===== src/rtl/multiply_add.sv =====
// multiply_add: sequential 32x32 unsigned multiply-accumulate.
//   result = multiplicand * multiplier + addend (64-bit, never overflows).
//   One multiplier bit is consumed per clock with a single 33-bit adder and
//   a right-shifting {hi,lo} product register. Operation takes 32 cycles
//   from the accepting edge; a start/busy/done handshake wraps the datapath.
//
// Ports:
//   clock        in   1   master clock, rising edge
//   reset        in   1   synchronous reset, active high
//   start        in   1   request a new operation (sampled only while idle)
//   multiplicand in  32   operand A, latched when start is accepted
//   multiplier   in  32   operand B, latched when start is accepted
//   addend       in  32   operand C, latched when start is accepted
//   busy         out  1   high while an operation is in progress
//   done         out  1   one-cycle pulse when result is updated
//   result       out 64   A*B+C, held until the next completion
module multiply_add (
  input  logic        clock,
  input  logic        reset,
  input  logic        start,
  input  logic [31:0] multiplicand,
  input  logic [31:0] multiplier,
  input  logic [31:0] addend,
  output logic        busy,
  output logic        done,
  output logic [63:0] result
);

  typedef enum logic {
    IDLE = 1'b0,
    RUN  = 1'b1
  } state_t;

  state_t      state_q, state_d;
  logic [31:0] ra_q, ra_d;
  logic [32:0] hi_q, hi_d;
  logic [31:0] lo_q, lo_d;
  logic [5:0]  cnt_q, cnt_d;
  logic [63:0] result_q, result_d;
  logic        done_q, done_d;

  logic [32:0] sum;
  logic [32:0] hi_shift;
  logic [31:0] lo_shift;
  logic        last_step;

  // One shift-add step. hi is preloaded with the addend, so after 32 right
  // shifts the addend lands in the low half exactly; hi stays below 2^32,
  // hence sum always fits in 33 bits.
  always_comb begin
    sum       = hi_q + (lo_q[0] ? {1'b0, ra_q} : 33'd0);
    hi_shift  = {1'b0, sum[32:1]};
    lo_shift  = {sum[0], lo_q[31:1]};
    last_step = (cnt_q == 6'd31);
  end

  // State register
  always_ff @(posedge clock) begin
    if (reset) begin
      state_q <= IDLE;
    end else begin
      state_q <= state_d;
    end
  end

  // Next-state logic
  always_comb begin
    state_d = state_q;
    unique case (state_q)
      IDLE: if (start) state_d = RUN;
      RUN:  if (last_step) state_d = IDLE;
      default: state_d = IDLE;
    endcase
  end

  // Datapath next-state logic
  always_comb begin
    ra_d     = ra_q;
    hi_d     = hi_q;
    lo_d     = lo_q;
    cnt_d    = cnt_q;
    result_d = result_q;
    done_d   = 1'b0;
    unique case (state_q)
      IDLE: begin
        if (start) begin
          ra_d  = multiplicand;
          hi_d  = {1'b0, addend};
          lo_d  = multiplier;
          cnt_d = '0;
        end
      end
      RUN: begin
        hi_d  = hi_shift;
        lo_d  = lo_shift;
        cnt_d = cnt_q + 6'd1;
        if (last_step) begin
          result_d = {hi_shift[31:0], lo_shift};
          done_d   = 1'b1;
        end
      end
      default: ;
    endcase
  end

  // Datapath registers
  always_ff @(posedge clock) begin
    if (reset) begin
      ra_q     <= '0;
      hi_q     <= '0;
      lo_q     <= '0;
      cnt_q    <= '0;
      result_q <= '0;
      done_q   <= 1'b0;
    end else begin
      ra_q     <= ra_d;
      hi_q     <= hi_d;
      lo_q     <= lo_d;
      cnt_q    <= cnt_d;
      result_q <= result_d;
      done_q   <= done_d;
    end
  end

  // Outputs
  always_comb begin
    busy   = (state_q == RUN);
    done   = done_q;
    result = result_q;
  end

endmodule


===== config.mk =====
export PLATFORM = sky130hd
export DESIGN_NAME = multiply_add
export DESIGN_NICKNAME = d
export VERILOG_FILES = /design/src/rtl/multiply_add.sv
export SDC_FILE = /design/constraint.sdc
export NUM_CORES = 1
export LEC_CHECK = 0
export CORE_UTILIZATION = 40
export DETAILED_ROUTE_END_ITERATION = 10
export PLACE_DENSITY = 0.79
export SLEW_MARGIN = 20
export SYNTH_ARGS = -nofsm -noshare
export SYNTH_HDL_FRONTEND = slang
export SYNTH_SLANG_ARGS = --single-unit

===== constraint.sdc =====
create_clock -name clock -period 3.1 [get_ports clock]
set_input_delay 0.62 -clock clock [delete_from_list [all_inputs] [get_ports clock]]
set_output_delay 0.62 -clock clock [all_outputs]
set_load 0.02 [all_outputs]

==> impl_metrics.py <==
metrics = {
    "finish": {
        "finalCoreUtilization_pct": 53.6,
        "nets": 1314,
        "area_growth_syn_to_layout_pct": 30.6,
        "multi_input_comb_area_sq_um": 4820,
        "layout_cells_sized_above_1_pct": 7.38,
        "layout.area.seq_sq_um": 3370,
        "fillCellCount": 1929,
    },
    "critical_path": {
        "ff2ff_path_depth": 11,
        "cp-end-kind": "register",
        "r2r_end": "result[56]",
        "crit_arrival_ns": 3.29,
        "critical_path.slowest_cell": "a32oi_4",
        "worst-endpoint-required_ns": 3.41,
        "startpoint": "lo_q[0]",
        "timing.critical_path.depth": 11,
        "critical_path.startpoint_type": "register",
        "cp_max_fo": 19,
        "crit_end": "result[56]",
        "cpPeakStageDelay_ns": 0.37,
        "slack_of_the_worst_reg_to_reg_path_ns": 0.12,
        "crit_buf_inv": 1,
        "worstReg2RegStart": "lo_q[0]",
        "timing.critical_path.cells": "buf_6 -> and2_1 -> ha_1 -> a21o_1 -> a31o_2 -> o2111ai_2 -> nand3_4 -> a32oi_4 -> a21oi_1 -> nor4b_1 -> a311o_1",
        "crit_family": "compound AO/OA/AOI/OAI gates",
        "timing_worst_setup_path_type": "register to register",
    },
    "logic_synthesis": {
        "syn-num-nets": 1187,
        "synth_top_area_cell": "dfxtp_1",
        "synth_cell_types": 59,
        "yosys-top-cells-area": "dfxtp_1, a21oi_1, nand2_1",
        "ys_dominant_reg_cell": "dfxtp_1",
        "synthArstFlopShare_pct": 0,
        "synthesis.yosys.warnings": 0,
        "synth.yosys.seq_area_share_pct": 40.1,
        "synth_common_cells": "nand2_1, dfxtp_1, a21oi_1",
        "syn-cell-area_sq_um": 8390,
        "synth_edf_count": 0,
        "yosys_register_bits": 168,
        "synth.top_cell.area_share_pct": 40.1,
        "syn_area_per_cell_sq_um": 7.96,
        "cell_with_the_most_instances_after_synthesis": "nand2_1",
        "post_synth_inst_count": 1054,
    },
    "placement": {
        "detailed_place_hpwl_um": 16000,
        "io_buffer_count": 164,
        "gp_congestion": 0.902,
    },
    "global_routing": {
        "global_route_congestion_overflow_total": 0,
        "maximum_number_of_pins_on_one_net_before_global_route_repair": 108,
        "grt_pass1_wl_um": 38200,
        "via_count_of_the_first_global_routing_pass": 7754,
        "grtUsageTotal_pct": 22.0,
        "number_of_antenna_violations_at_the_first_check_in_global_routing": 1,
    },
    "route": {
        "ant_nets": 0,
        "drc": 0,
        "wl_um": 23200,
        "dr_total_vias": 7841,
        "drt_iter0_markers": 448,
        "wl_per_cell_um": 15.8,
        "via_per_inst": 5.36,
        "drt_first_pass_iters": 6,
    },
    "floorplan": {
        "fp.coreArea_sq_um": 20400,
        "dieHeight_um": 147,
        "initial_core_util_pct": 41.1,
        "die_w_um": 147,
        "core.rowCount": 52,
        "top_level_ports": 165,
        "die_area_sq_um": 21600,
    },
    "sta": {
        "hold-worst-slack_ns": 0.454,
        "final_period_minus_worst_setup_slack_ns": 2.98,
        "fin_crit_share_pct": 96.2,
        "worst_clock_skew_ns": 0.00569,
        "fin_setup_tns_ns": 0,
        "tightestPinTransition_ns": 1.06,
        "final-setup-viol-count": 0,
        "slew_viol_final": 0,
        "hold_viol_final": 0,
        "fmaxAchievable_mhz": 335,
        "rsz0062_at_grt": "true",
        "slew-limit-headroom_pct": 29.1,
    },
    "hold_path": {
        "class_of_the_tightest_hold_or_removal_check": "register to register",
    },
    "clock_network": {
        "clk_transition_reported_paths_ns": 0.07,
        "numCtsBuffers": 17,
        "clock_latency_ns": 0.42,
        "cts_tree": "done",
        "cts_hold_buf": 0,
        "clk_root_buffer_cell": "clkbuf_16",
        "clockBufferDepth": 2,
        "cts.htree.levels": 4,
        "clkSinkCount": 168,
    },
    "power_and_ir_drop": {
        "max-vdd-ir-drop_mv": 0.332,
        "p_total_mw": 4.98,
        "total_power_per_unit_cell_area_nw_per_um2": 454,
        "leakage_nw": 4.17,
    },
    "flow_run": {
        "count_of_max_cap_constraint_violations": 0,
    },
    "outcome": {
        "run_status": "finished, final reports clean",
    },
}
[how the worst min path moves through the flow]
stage	start	endpoint	slack (ns)	cells after the start
after floorplan	ra_q[0]	ra_q[0]	0.43	2
after global placement	ra_q[29]	ra_q[29]	0.44	2
after detailed placement	ra_q[31]	ra_q[31]	0.44	2
after CTS	ra_q[31]	ra_q[31]	0.45	2
after global routing	ra_q[10]	ra_q[10]	0.47	2
final	result[7]	result[7]	0.45	2
[routing by layer]
layer | track usage, % | part of all wire, %
met2 | 36.0 | 47
met1 | 28.1 | 45
met5 | 0 | 0
met4 | 10.3 | 2.7
met3 | 4.04 | 4.9
[through the flow]
step | instances | setup WS [ns] | cell area [sq um]
global placement | 1430 | 0.0562 | 10300
finish | 1464 | 0.119 | 11000
global route | 1464 | -0.000916 | 11000
floorplan | 1054 | 0.0717 | 8390
detailed placement | 1430 | -0.0225 | 10300
CTS | 1461 | -0.0377 | 10800
[final cells by class]
cell class                 count  share of cell area (%)
antenna                        1                  0.0228
tap                          270                    3.08
timing repair buffer         183                    16.6
sequential                   168                    30.7
clock inverter                11                   0.891
inverter                      11                   0.377
clock buffer                  20                    4.26
multi-input combinational    800                    44.0
[flip-flops by register name (all words and copies together), names as in the netlist]
signal  cells
busy        1
cnt_q       6
done        1
hi_q       32
lo_q       32
ra_q       32
result     64
[layout by cell type, fill, tap and decap left out, drive strengths merged, types with 11 or more instances in the layout]
master	synthesis	routed
buf	5	21
a211oi	43	43
nand2	170	170
nor2b	18	18
a21o	11	11
clkdlybuf4s50	0	162
nor2	120	120
inv	10	12
nand3	23	23
mux2i	41	41
clkbuf	70	20
o21ai	28	28
nor3	14	14
dfxtp	168	168
a21oi	156	156
ha	33	33
and2	36	36
xnor2	18	18
[worst min-delay path, delay by kind of cell, from the launching register on]
family | cells | cell delay, ns
compound gates | 1 | 0.05
simple gates | 1 | 0.05
flops | 1 | 0.31
[logic make-up after synthesis]
logic type | count (synthesis) | synth area share (%)
XOR/XNOR | 26 | 2.71
buffers and inverters | 86 | 3.86
AND/OR/NAND/NOR | 408 | 21.4
adder cells (fa/ha/maj) | 34 | 5.16
multiplexers | 48 | 5.83
AO/OA/AOI/OAI | 284 | 20.9
flip-flops | 168 | 40.1
[repair_timing]
action,4_1_cts,5_1_grt
resized for setup,1,20
endpoints found under the setup margin,3,17
pin swaps,0,12
hold endpoints to repair,0,0
setup buffers,0,2
[report_power, final]
part	leakage, nW	switching [mW]	internal (mW)
Sequential	1.37	0.0621	2.25
Clock	0.278	0.873	1.16
Combinational	2.52	0.333	0.298
(Power assumes the default switching activity.)
